### src/rtl/pipe_hazard_ctrl.sv
// rtl/pipe_hazard_ctrl.sv - central stall/flush sequencer for the five-stage MIPS pipeline
// Optional feature macro: PIPE_HAZARD_CTRL_PERF_EN (builds the stall/flush performance counters)
module pipe_hazard_ctrl #(
  parameter int MD_LATENCY = 4,
  parameter int PERF_W     = 32
) (
  input  logic              clk,
  input  logic              reset,
  input  logic [4:0]        id_rs,
  input  logic [4:0]        id_rt,
  input  logic              id_uses_rs,
  input  logic              id_uses_rt,
  input  logic              id_jump,
  input  logic              ex_mem_read,
  input  logic [4:0]        ex_wr_reg,
  input  logic              ex_redirect,
  input  logic              md_start,
  input  logic              mem_wait,
  output logic              pc_we,
  output logic [1:0]        ifid_choice,
  output logic [1:0]        idex_choice,
  output logic [1:0]        exmem_choice,
  output logic [1:0]        memwb_choice,
  output logic              md_busy,
  output logic              md_done,
  output logic [PERF_W-1:0] stall_cycles,
  output logic [PERF_W-1:0] flush_count
);

  localparam logic [1:0] CH_FLUSH = 2'b00;
  localparam logic [1:0] CH_LOAD  = 2'b01;
  localparam logic [1:0] CH_HOLD  = 2'b10;

  // The entry cycle in RUN is the first stall, and the cnt==0 cycle is the advance,
  // so the counter is loaded with two less than the total occupancy.
  localparam logic [5:0] MD_CNT_INIT = 6'(MD_LATENCY - 2);

  typedef enum logic [0:0] {
    ST_RUN     = 1'b0,
    ST_MD_BUSY = 1'b1
  } state_e;

  state_e     state_q, state_d;
  logic [5:0] cnt_q, cnt_d;

  logic load_use;
  logic md_stall;
  logic md_advance;

  // Classify the hazards present this cycle
  always_comb begin
    load_use   = ex_mem_read && (ex_wr_reg != 5'd0) &&
                 ((id_uses_rs && (id_rs == ex_wr_reg)) ||
                  (id_uses_rt && (id_rt == ex_wr_reg)));
    md_stall   = ((state_q == ST_RUN) && md_start) ||
                 ((state_q == ST_MD_BUSY) && (cnt_q != 6'd0));
    md_advance = (state_q == ST_MD_BUSY) && (cnt_q == 6'd0);
  end

  // Prioritised stage-register control; a single source drives every choice code
  always_comb begin
    pc_we        = 1'b1;
    ifid_choice  = CH_LOAD;
    idex_choice  = CH_LOAD;
    exmem_choice = CH_LOAD;
    memwb_choice = CH_LOAD;
    md_done      = 1'b0;
    if (reset) begin
      pc_we        = 1'b0;
      ifid_choice  = CH_FLUSH;
      idex_choice  = CH_FLUSH;
      exmem_choice = CH_FLUSH;
      memwb_choice = CH_FLUSH;
    end else if (mem_wait) begin
      pc_we        = 1'b0;
      ifid_choice  = CH_HOLD;
      idex_choice  = CH_HOLD;
      exmem_choice = CH_HOLD;
      memwb_choice = CH_HOLD;
    end else if (md_stall) begin
      // Op stays in EX; a bubble goes to MEM while older work drains to WB
      pc_we        = 1'b0;
      ifid_choice  = CH_HOLD;
      idex_choice  = CH_HOLD;
      exmem_choice = CH_FLUSH;
      memwb_choice = CH_LOAD;
    end else begin
      // The mult/div advance cycle falls through to the ordinary rules below
      md_done = md_advance;
      if (ex_redirect) begin
        ifid_choice = CH_FLUSH;
        idex_choice = CH_FLUSH;
      end else if (load_use) begin
        pc_we       = 1'b0;
        ifid_choice = CH_HOLD;
        idex_choice = CH_FLUSH;
      end else if (id_jump) begin
        ifid_choice = CH_FLUSH;
      end
    end
  end

  assign md_busy = (state_q == ST_MD_BUSY);

  // Mult/div occupancy sequencing; frozen while data memory stalls the pipe
  always_comb begin
    state_d = state_q;
    cnt_d   = cnt_q;
    if (!mem_wait) begin
      case (state_q)
        ST_RUN: begin
          if (md_start) begin
            state_d = ST_MD_BUSY;
            cnt_d   = MD_CNT_INIT;
          end
        end
        ST_MD_BUSY: begin
          if (cnt_q != 6'd0) begin
            cnt_d = cnt_q - 6'd1;
          end else begin
            state_d = ST_RUN;
          end
        end
        default: begin
          state_d = ST_RUN;
          cnt_d   = 6'd0;
        end
      endcase
    end
  end

  // State and counter registers
  always_ff @(posedge clk) begin
    if (reset) begin
      state_q <= ST_RUN;
      cnt_q   <= 6'd0;
    end else begin
      state_q <= state_d;
      cnt_q   <= cnt_d;
    end
  end

`ifdef PIPE_HAZARD_CTRL_PERF_EN
  localparam logic [PERF_W-1:0] PERF_ONE = PERF_W'(1);
  localparam logic [PERF_W-1:0] PERF_MAX = {PERF_W{1'b1}};

  logic [PERF_W-1:0] stall_cycles_q, stall_cycles_d;
  logic [PERF_W-1:0] flush_count_q, flush_count_d;

  // Saturating counts of PC-hold cycles and IF/ID flush cycles
  always_comb begin
    stall_cycles_d = stall_cycles_q;
    flush_count_d  = flush_count_q;
    if (!pc_we && (stall_cycles_q != PERF_MAX)) begin
      stall_cycles_d = stall_cycles_q + PERF_ONE;
    end
    if ((ifid_choice == CH_FLUSH) && (flush_count_q != PERF_MAX)) begin
      flush_count_d = flush_count_q + PERF_ONE;
    end
  end

  // Performance counter registers; reset cycles are never counted
  always_ff @(posedge clk) begin
    if (reset) begin
      stall_cycles_q <= '0;
      flush_count_q  <= '0;
    end else begin
      stall_cycles_q <= stall_cycles_d;
      flush_count_q  <= flush_count_d;
    end
  end

  assign stall_cycles = stall_cycles_q;
  assign flush_count  = flush_count_q;
`else
  assign stall_cycles = '0;
  assign flush_count  = '0;
`endif

endmodule

### config.mk
export PLATFORM = sky130hd
export DESIGN_NAME = pipe_hazard_ctrl
export DESIGN_NICKNAME = d
export VERILOG_FILES = /design/src/rtl/pipe_hazard_ctrl.sv
export SDC_FILE = /design/constraint.sdc
export NUM_CORES = 1
export LEC_CHECK = 0
export ABC_CLOCK_PERIOD_IN_PS = 2550
export CELL_PAD_IN_SITES_DETAIL_PLACEMENT = 1
export CELL_PAD_IN_SITES_GLOBAL_PLACEMENT = 2
export CORE_UTILIZATION = 13
export CTS_CLUSTER_SIZE = 25
export DETAILED_ROUTE_END_ITERATION = 7
export PLACE_DENSITY_LB_ADDON = 0.08
export SLEW_MARGIN = 20
export SYNTH_ARGS = -nofsm -noshare
export SYNTH_HDL_FRONTEND = slang
export SYNTH_SLANG_ARGS = --single-unit
### constraint.sdc
create_clock -name clk -period 2.55 [get_ports clk]
set_clock_uncertainty 0.15 [all_clocks]
set_input_delay 0.765 -clock clk [delete_from_list [all_inputs] [get_ports clk]]
set_output_delay 0.765 -clock clk [all_outputs]
set_load 0.02 [all_outputs]
# --- Word level (Yosys, flattened, before mapping) ---
# Cells that the tools add are included.
# Widths: inputs -> output; s select.
word_totals:
  output_inout_bits: 75
  elab_cells: 52
  in_bits: 24
  ff_bits: 7
classes:
  bitwise_logic: 2
  addsub: 1
  mux: 30
  eq_ne: 4
  n_reduce_logical: 13
ops:
  columns: ["op", "n"]
  rows:
  - ["$mux 2", 12]
  - ["$mux 1", 14]
  - ["$mux 6", 2]
  - ["$pmux 6 s2", 1]
  - ["$eq 5x5->1", 2]
  - ["$logic_and 1x1->1", 7]
  - ["$logic_not 6->1", 1]
  - ["$reduce_bool 6->1", 1]
  - ["$sub 6x1->6 const B", 1]
  - ["$reduce_bool 5->1", 1]
  - ["$reduce_and 3->1", 1]
  - ["$logic_or 1x1->1", 2]
  - ["$ne 2x1->1 const B", 1]
  - ["$ne 2x2->1 const B", 1]
  - ["$not 1->1", 2]
  - ["$pmux 1 s2", 1]

# --- Logic depth before layout (Yosys ltp) ---
# Gate-level depths: netlist (run 1).
depth:
  ltp_word: 9
  ltp_mapped: 6
  ltp_nobuf: 6

# --- Worst setup path before layout (run 1) ---
# No wires, ideal clock.
synth_path:
  kind: "input to output"
  from: "in ex_wr_reg[1]"
  to: "out ifid_choice[0]"
  n_path_buf: 0
  setup_slack_ns: -0.426
  path_stages: 3
  t_arrival_ns: 2.061
  t_required_ns: 1.635
  path_cell_list: "or4_1 o21a_1 a2111oi_2"
synth_via:
  elab_chain_len: 9
  word_cells_on_any_way: 13
  cone_classes: "2 x eq/ne; 5 x mux; 6 x reduce/logical"
synth_lines:
  columns: ["item", "line", "text"]
  rows:
  - ["start, declared", "15", "input logic [4:0] ex_wr_reg,"]
  - ["$eq 5x5->1 (on tied branches)", "53, 54", null]
  - ["$logic_and 1x1->1 (on tied branches)", "53, 54", null]
  - ["$logic_or 1x1->1", "53", "((id_uses_rs && (id_rs == ex_wr_reg)) ||"]
  - ["$logic_and 1x1->1 *", "52", "load_use = ex_mem_read && (ex_wr_reg != 5'd0) &&"]
  - ["$mux 2 *", "93", "end else if (load_use) begin"]
  - ["$mux 2 *", "90", "if (ex_redirect) begin"]
  - ["$mux 2 *", "80", "end else if (md_stall) begin"]
  - ["$mux 2 *", "74", "end else if (mem_wait) begin"]
  - ["$mux 2 *", "68", "if (reset) begin"]
  - ["end, declared", "20", "output logic [1:0] ifid_choice,"]
# Every way passes the cells marked *; elsewhere a longest branch is shown, timed or not.

# --- Worst setup path after layout (run 1) ---
layout_path:
  from: "in ex_wr_reg[2]"
  to: "out ifid_choice[0]"
# Same word-level chain as after synthesis.

==> impl_metrics.tcl, run 1 <==
set metrics [dict create \
    die_area_sq_um 8530 \
    crit-reg2reg-launch "cnt_q[1]$_SDFFE_PP0P_" \
    antenna_found_initial 0 \
    portBuffers 34 \
    status "finished with violations" \
    synth_edf_count 0 \
    synthFlopType "dfxtp_1" \
    grt_pass1_wl_microns 4980 \
    violations "setup timing" \
    ys_ff_latch 7 \
    crit_arrival_ns 2.10 \
    ys_async_sr_fraction_pct 0 \
    dp_hpwl_microns 2790 \
    rsz0062_at_grt "yes" \
    hold_start "cnt_q[4]$_SDFFE_PP0P_" \
    cts-root-buf "clkbuf_8" \
    clk_path_buf_depth 2 \
    drive_gt1_share_pct 39.8 \
    place.gp.congestion 0.804 \
    worstSetupStartpointType "input port" \
    post_drt_via_cell_ratio 3.12 \
    route.detailed.drc 0 \
    gr-total-overflow 0 \
    final_cell_area_sq_um 1760 \
    area_growth_pct 66.0 \
    gr-usage-all-layers_pct 7.63 \
    placed_cells 295 \
    drtAntennaViolNets 0 \
    clkSinkCount 7 \
    placed_area_sq_um 1510 \
    startpoint "ex_wr_reg[2]" \
    routed_wl_microns 3280 \
    vdd_drop_max_mv 0.0898 \
    max_freq_ghz 0.331 \
    syn_inst 137 \
    syn_avg_cell_area_sq_um 7.74 \
    maxSlewViolCount 0 \
    finalHoldViolCount 0 \
    post-route-period-util_pct 118 \
    coreArea_sq_um 7810 \
    dieHeight_microns 92.3 \
    drtPass1Iterations 3 \
    yosysUniqueCellTypes 31 \
    cts_max_level 1 \
    grt_max_degree 8 \
    via_count 961 \
    nNetsFinal 232 \
    final_core_util_pct 22.6 \
    wl_per_cell_microns 10.6 \
    finalSetupViolations 4 \
    crit_path_max_fanout 3 \
    n_antenna_cell 0 \
    required_ns 1.64 \
    start_util_pct 13.6 \
    instances_no_fill 308 \
    endpoint_kind "output pin" \
    die_w_microns 92.3 \
    power.density_nw_per_um2 379 \
    maxCapViolCount 0 \
    cts_tree "yes" \
    rows 32 \
    worstSkewPairLatency_ns 0.23 \
    pre_cts_ws_ns -1.28 \
    cts-buffers-inserted 3 \
    setup_ws_ns -0.470 \
    yosys_warnings 0 \
    clk_pin_slew_worst_paths_ns 0.04 \
    period_minus_slack_ns 3.02 \
    seq_area_frac_synth_pct 13.2 \
    first_iter_violations 3 \
    power_leakage_nw 0.911 \
    min_path_type "flop to flop" \
    hold-worst-slack_ns 0.413 \
    syn-cell-area_sq_um 1060 \
    ioPinCount 99 \
    grt_pass1_vias 952 \
    crit_type "input port to output pin" \
]
==> synthesized netlist by cell type, types with 2 or more instances <==
cell | number | area share [%]
or3_1 | 2 | 1.2
o21ai_0 | 3 | 1.4
dfxtp_1 | 7 | 13
a211oi_1 | 4 | 2.8
nor2_1 | 6 | 2.1
a21oi_1 | 4 | 1.9
nand4_1 | 2 | 1.2
nand2_1 | 2 | 0.71
buf_4 | 65 | 46
inv_1 | 10 | 3.5
xnor2_1 | 12 | 9.9
==> worst max-delay path, stage by stage <==
cell and delay (ns):
buf_6 0.09, or4_4 0.52, o21a_4 0.24, a2111oi_4 0.30, buf_4 0.20
==> registers in the layout, indices dropped and copies added (netlist names) <==
name / cells
md_busy: 1
cnt_q: 6
==> where the power goes <==
part	switching (W)	internal, W	total [W]	leakage [nW]
Combinational	0.000205	0.000167	0.000372	0.830
Sequential	0.00000878	0.000122	0.000131	0.0582
Clock	0.0000554	0.000109	0.000164	0.0228
==> cells by family (layout without fill, tap and decap cells) <==
logic type	count (synthesis)	after routing	share of synthesized area [%]
xor gates and xnor gates	12	12	9.91
DFF	7	7	13.2
buffers and inverters	75	81	49.5
and+or+nand+nor	21	21	12.0
adders and majority gates	1	1	1.18
AOI/OAI and AO/OA	20	20	13.8
other	1	64	0.353
==> per-layer routing <==
metal  vias up  routed length (microns)  global-route usage [%]
li1        457                        -                       -
met1       439                     1380                    8.63
met2        60                     1590                    14.0
met3         5                      261                    1.64
met4         0                       44                    2.73
met5         -                        0                       0
==> layout make-up <==
| class | count | area [sq um] |
|---|---|---|
| Tap cell | 102 | 128 |
| Clock buffer | 4 | 45.0 |
| Sequential cell | 7 | 143 |
| Inverter | 10 | 37.5 |
| Multi-Input combinational cell | 118 | 768 |
| Timing Repair Buffer | 67 | 641 |
| Fill cell | 955 | 6050 |
==> stage by stage <==
stage	total power, W	TNS [ns]
2_1_floorplan	0.000389	-0.921
3_3_place_gp	0.000452	-9.41
3_5_place_dp	0.000453	-9.54
4_1_cts	0.000642	-2.05
5_1_grt	0.000711	-1.93
6_report	0.000667	-1.78
==> worst paths after layout <==
path,endpoint,slack [ns],cells after the start
hold reg to reg,cnt_q[4]$_SDFFE_PP0P_,0.41,2
setup / recovery,ifid_choice[0],-0.47,5
setup reg to reg,cnt_q[3]$_SDFFE_PP0P_,0.46,8
hold / removal,cnt_q[4]$_SDFFE_PP0P_,0.41,2
==> placed cells by master (no fill, tap or decap), types with 4 or more instances in the layout <==
cell type         n
conb_1           64
buf_4            29
xnor2_1          10
dlymetal6s2s_1   10
buf_6             9
clkdlybuf4s50_1   6
inv_2             5
inv_1             5
dfxtp_1           5
nor2_1            4
buf_2             4
==> timing repair <==
action | in CTS | in global routing
endpoints found under the hold margin | 0 | 0
gates resized for setup | 87 | 32
hold buffers | 0 | 0
pin swaps | 8 | 12
buffers inserted | 5 | 4
endpoints found under the setup margin | 10 | 7
(Power assumes the default switching activity.)
==> run 2: changes to the inputs <==
--- a/config.mk
+++ b/config.mk
@@ -12,4 +12,5 @@
 export CTS_CLUSTER_SIZE = 25
 export DETAILED_ROUTE_END_ITERATION = 7
+export GPL_TIMING_DRIVEN = 0
 export PLACE_DENSITY_LB_ADDON = 0.08
 export SLEW_MARGIN = 20
==> constraint.sdc (replaced) <==
create_clock -name clk -period 2.55 [get_ports clk]
set_clock_uncertainty 0.15 [all_clocks]
set_input_delay 0.51 -clock clk [delete_from_list [all_inputs] [get_ports clk]]
set_output_delay 0.51 -clock clk [all_outputs]
set_load 0.02 [all_outputs]
==> run 2 against run 1 <==
Against the previous run:
- the run now ends clean
- register-to-register slack got worse by 0.06 ns
- cell count rose by 11%
- via count grew 6.3%
- cell area grew 6.6%
- sequential share of layout area fell by 0.63 points
- first-iteration DRC count up 33%
- critical endpoint unchanged
- largest cell class is now buffers
- highest routed layer unchanged
==> impl_metrics.tcl, run 2 (synthesis results as in run 1) <==
set metrics [dict create \
    crit_buf_inv 2 \
    start_util_pct 13.6 \
    rsz0062_at_grt "yes" \
    regMostFlops "cnt_q" \
    area_growth_pct 77.0 \
    place.gp.congestion 0.650 \
    first_iter_violations 4 \
    crit_arrival_ns 1.87 \
    layout_commonest_cell "buf_4" \
    cts_max_level 1 \
    clkSinkCount 7 \
    drtAntennaViolNets 0 \
    nNetsFinal 265 \
    post-route-period-util_pct 99.4 \
    drtPass1Iterations 2 \
    worstMarginPinSlew_ns 0.859 \
    crit_type "input port to output pin" \
    required_ns 1.89 \
    grt_pass1_wl_microns 4320 \
    die_w_microns 92.3 \
    dp_hpwl_microns 2460 \
    maxSlewViolCount 0 \
    ioPinCount 99 \
    placed_cells 336 \
    n_antenna_cell 0 \
    fillers 960 \
    coreArea_sq_um 7810 \
    rows 32 \
    cts-root-buf "clkbuf_8" \
    regArea_sq_um 140 \
    crit_path_max_fanout 4 \
    gr-usage-all-layers_pct 6.43 \
    endpoint_kind "output pin" \
    final_cell_mix "buf_4 (66), conb_1 (64), xnor2_1 (12)" \
    instances_no_fill 341 \
    gr-total-overflow 0 \
    wl_per_cell_microns 8.32 \
    grt_pass1_vias 936 \
    maxCapViolCount 0 \
    slew-limit-headroom_pct 42.2 \
    portBuffers 34 \
    finalSetupViolations 0 \
    drive_gt1_share_pct 38.9 \
    vdd_drop_max_mv 0.0990 \
    dieHeight_microns 92.3 \
    worstSetupStartpointType "input port" \
    crit_path_max_incr_delay_ns 0.51 \
    cts_tree "yes" \
    routed_wl_microns 2840 \
    crit_chain "buf_2, or4_4, o21a_4, a2111oi_4, buf_4" \
    critPathTopFamily "compound AO/OA/AOI/OAI gates" \
    critPathSlowestCell "or4_4" \
    worstSkewPairLatency_ns 0.23 \
    cts-buffers-inserted 3 \
    clk_pin_slew_worst_paths_ns 0.04 \
    grt_max_degree 9 \
    die_area_sq_um 8530 \
    route.detailed.drc 0 \
    antenna_found_initial 0 \
    post_drt_via_cell_ratio 3.00 \
    cts_hold_buf 0 \
    final_core_util_pct 24.1 \
    largest_reg_flops 6 \
    finalHoldViolCount 0 \
    power_leakage_nw 1.08 \
    clk_path_buf_depth 2 \
    period_minus_slack_ns 2.53 \
    max_freq_ghz 0.395 \
    status "finished, final reports clean" \
    multi_input_area_sq_um 694 \
    power.density_nw_per_um2 336 \
    min_path_type "flop to flop" \
    via_count 1022 \
]
run 2: cell count changes in the layout (fill, tap and decap cells not counted), moves of 3 or more:
cell / before / now
buf_12: 3 / 0
buf_4: 29 / 66
buf_6: 9 / 3
clkdlybuf4s50_1: 6 / 9
dlygate4sd2_1: 1 / 6
inv_1: 5 / 10
inv_2: 5 / 0
run 2: area by class of cell:
| class | instances | area share [%] |
|---|---|---|
| buffer | 65 | 26.0 |
| clock buffer | 4 | 2.40 |
| inverter | 10 | 2.00 |
| multi-input combinational | 118 | 37.0 |
| sequential | 7 | 7.46 |
| tap | 102 | 6.80 |
| timing repair buffer | 35 | 18.4 |
run 2: where the power goes:
group | total (W) | internal [W] | switching, W
clock | 0.000157 | 0.000108 | 0.0000489
combinational | 0.000340 | 0.000157 | 0.000184
sequential | 0.000133 | 0.000122 | 0.0000117
total | 0.000631 | 0.000387 | 0.000244
run 2: worst reg2reg max path, delay by kind of cell (launching register included):
family | cells | cell delay (ns)
buffers and inverters | 1 | 0.05
AO/OA/AOI/OAI | 3 | 1.03
adder cells (fa/ha/maj) | 1 | 0.24
AND/OR/NAND/NOR | 1 | 0.22
flip-flops | 1 | 0.35
run 2: path summary, 6_finish.rpt:
path,from,to,slack [ns],cells after the start
min reg2reg,cnt_q[5]$_SDFFE_PP0P_,cnt_q[5]$_SDFFE_PP0P_,0.34,2
max reg2reg,cnt_q[0]$_SDFFE_PP0P_,cnt_q[2]$_SDFFE_PP0P_,0.40,6
min,cnt_q[5]$_SDFFE_PP0P_,cnt_q[5]$_SDFFE_PP0P_,0.34,2
max,ex_wr_reg[2],ifid_choice[0],0.02,5
run 2: timing repair:
action,CTS,global route
gates resized for setup,49,22
endpoints found under the setup margin,10,7
pin swaps,6,15
buffers inserted,1,0
run 2: per-layer routing:
| metal | up-vias | global-route usage [%] | share of wire, % | wire length, microns |
|---|---|---|---|---|
| met5 | - | 0 | 0 | 0 |
| met4 | 0 | 2.73 | 1.4 | 40 |
| met3 | 5 | 2.38 | 10 | 284 |
| met2 | 60 | 9.69 | 41 | 1160 |
| met1 | 431 | 8.17 | 48 | 1360 |
| li1 | 526 | - | - | - |
run 2: per-stage QoR:
stage	setup TNS (ns)	total power [W]	area [sq um]	hold WS (ns)	setup slack, ns
5_1_grt	-0.0409	0.000676	1880	0.391	-0.0375
4_1_cts	-0.0442	0.000629	1810	0.346	-0.0343
2_1_floorplan	0	0.000383	1300	0.304	0.0845
6_report	0	0.000631	1880	0.342	0.0155
3_3_place_gp	-4.53	0.000468	1770	0.339	-0.883
3_5_place_dp	-4.45	0.000467	1770	0.344	-0.874
==> run 3: changes to the inputs <==
Settings changed: ABC_AREA set to 1.
==> run 3 against run 2 <==
Against the previous run:
- the flow now finishes with violations (DRC)
- die area is 14% higher
- area after synthesis is 14% higher
- cell count is 20% higher
- routed wire length is 18% higher
- worst setup slack better by 0.098 ns
- fmax is 4.0% higher
- hold slack worse by 0.025 ns
- combinational power is 15% higher
- first-iteration DRC count grew to 4.5 times the previous value
==> impl_metrics.tcl, run 3 <==
set metrics [dict create \
    regArea_sq_um 140 \
    gr-total-overflow 0 \
    post-route-period-util_pct 95.5 \
    placed_area_sq_um 1920 \
    yosysMostFrequentCell "buf_4" \
    route.detailed.drc 4 \
    synth_edf_count 0 \
    crit_type "input port to output pin" \
    ys_top_cells_by_area "buf_4 (40%), nand2_1 (14%), dfxtp_1 (12%)" \
    ys_top_cells_by_count "buf_4 (65), nand2_1 (45), inv_1 (26)" \
    maxSlewViolCount 0 \
    power_leakage_nw 1.23 \
    clk_pin_slew_worst_paths_ns 0.05 \
    post_cts_buffers 0 \
    synthFlopType "dfxtp_1" \
    required_ns 1.89 \
    syn-cell-area_sq_um 1210 \
    final_cell_mix "buf_4 (67), conb_1 (64), nand2_1 (42)" \
    period_minus_slack_ns 2.44 \
    largest_reg_flops 6 \
    min_path_type "flop to flop" \
    maxCapViolCount 0 \
    cts_max_level 1 \
    regMostFlops "cnt_q" \
    first_iter_violations 18 \
    yosys_warnings 0 \
    nNetsFinal 326 \
    hold-worst-slack_ns 0.317 \
    cts_hold_buf 0 \
    clk_path_buf_depth 2 \
    dp_hpwl_microns 2980 \
    ys_ff_latch 7 \
    cts-buffers-inserted 3 \
    power.density_nw_per_um2 343 \
    drtPass1Iterations 7 \
    grt_pass1_wl_microns 5250 \
    multi_input_area_sq_um 742 \
    gr-usage-all-layers_pct 6.70 \
    status "finished with violations" \
    ioPinCount 99 \
    endpoint_kind "output pin" \
    worstSetupStartpointType "input port" \
    yosysUniqueCellTypes 23 \
    routed_wl_microns 3340 \
    cts_tree "yes" \
    final_cell_area_sq_um 2000 \
    clock_power_share_pct 23.6 \
    place.gp.congestion 0.664 \
    internal_power_w 0.000391 \
    post_drt_via_cell_ratio 3.00 \
    cts-root-buf "clkbuf_8" \
    finalSetupViolations 0 \
    via_count 1226 \
    clkSinkCount 7 \
    worstSkewPairLatency_ns 0.23 \
    rows 34 \
    ys_async_sr_fraction_pct 0 \
    p_switching_w 0.000294 \
    finalHoldViolCount 0 \
    drive_gt1_share_pct 32.7 \
    crit_arrival_ns 1.78 \
    seq_power_share_pct 19.3 \
    grt_pass1_vias 1093 \
    p_sw_share_pct 42.9 \
    max_freq_ghz 0.410 \
    vdd_drop_max_mv 0.153 \
    coreArea_sq_um 8850 \
    syn_inst 199 \
    fillers 1125 \
    crit_path_max_fanout 4 \
    area_growth_pct 64.9 \
    die_area_sq_um 9700 \
    n_antenna_cell 0 \
    syn_avg_cell_area_sq_um 6.08 \
    violations "DRC" \
    start_util_pct 13.7 \
    antenna_found_initial 0 \
    seq_area_frac_synth_pct 11.6 \
    dieHeight_microns 98.5 \
    pwr-share-comb_pct 57.2 \
    portBuffers 34 \
    synth_top_area_cell "buf_4" \
    grt_max_degree 10 \
    drtAntennaViolNets 0 \
    synth_top_area_share_pct 40.3 \
    wl_per_cell_microns 8.19 \
    rsz0062_at_grt "no" \
    die_w_microns 98.5 \
    layout_commonest_cell "buf_4" \
]
==> run 3: timing repair <==
| action | in CTS | in global routing |
|---|---|---|
| pin swaps | 1 | 5 |
| resized for setup | 27 | 18 |
| setup endpoints to repair | 10 | 6 |
==> run 3: layer usage <==
layer  GRT usage, %  part of all wire, %
met4          0.689                 0.39
met5              0                    0
met2           12.1                   49
met1           7.89                   42
met3           2.34                  8.6
==> run 3: worst paths after layout <==
path,start,endpoint,slack [ns],depth (start not counted)
max,mem_wait,idex_choice[1],0.11,6
min,cnt_q[0]$_SDFFE_PP0P_,cnt_q[0]$_SDFFE_PP0P_,0.32,2
max reg2reg,cnt_q[0]$_SDFFE_PP0P_,cnt_q[2]$_SDFFE_PP0P_,0.95,9
min reg2reg,cnt_q[0]$_SDFFE_PP0P_,cnt_q[0]$_SDFFE_PP0P_,0.32,2
==> run 3: layout make-up <==
cell class / instances / area share [%]
Sequential cell: 7 / 7.02
Buffer: 65 / 24.5
Timing Repair Buffer: 34 / 16.6
Multi-Input combinational cell: 160 / 37.2
Clock buffer: 4 / 2.26
Inverter: 30 / 5.77
Tap cell: 108 / 6.77
==> run 3: metrics by stage <==
| stage | std cells | total power [W] | worst slack [ns] | util, % | setup TNS [ns] |
|---|---|---|---|---|---|
| after CTS | 408 | 0.000682 | 0.00569 | 22.0 | 0 |
| after global routing | 408 | 0.000738 | 0.00300 | 22.6 | 0 |
| final | 408 | 0.000685 | 0.114 | 22.6 | 0 |
| after floorplan | 262 | 0.000424 | 0.554 | - | 0 |
| after detailed placement | 404 | 0.000525 | -0.500 | 21.7 | -3.28 |
| after global placement | 404 | 0.000525 | -0.468 | 21.7 | -3.18 |
==> run 3: power groups by stage <==
stage | Combinational, W | Clock, W | Sequential [W]
6_report | 0.000392 | 0.000161 | 0.000132
5_1_grt | 0.000431 | 0.000172 | 0.000134
4_1_cts | 0.000385 | 0.000165 | 0.000132
3_5_place_dp | 0.000391 | 0 | 0.000134
3_3_place_gp | 0.000390 | 0 | 0.000134
2_1_floorplan | 0.000291 | 0 | 0.000133
==> run 3: kinds of logic (layout without fill, tap and decap cells) <==
kind of cell    Yosys count  in the layout  share of synthesized area [%]
compound gates           10             10                           4.45
flops                     7              7                           11.6
buf+inv                  95            133                           49.8
xor+xnor                  2              2                           1.45
fa+ha+maj                 1              1                           1.03
other cells               1             64                          0.310
simple gates             83             83                           31.3
==> run 3: critical path, stage by stage <==
cell	delay (ns)
clkdlybuf4s50_1	0.55
inv_2	0.10
nor2_4	0.14
a31oi_4	0.06
inv_1	0.07
dlygate4sd2_1	0.35
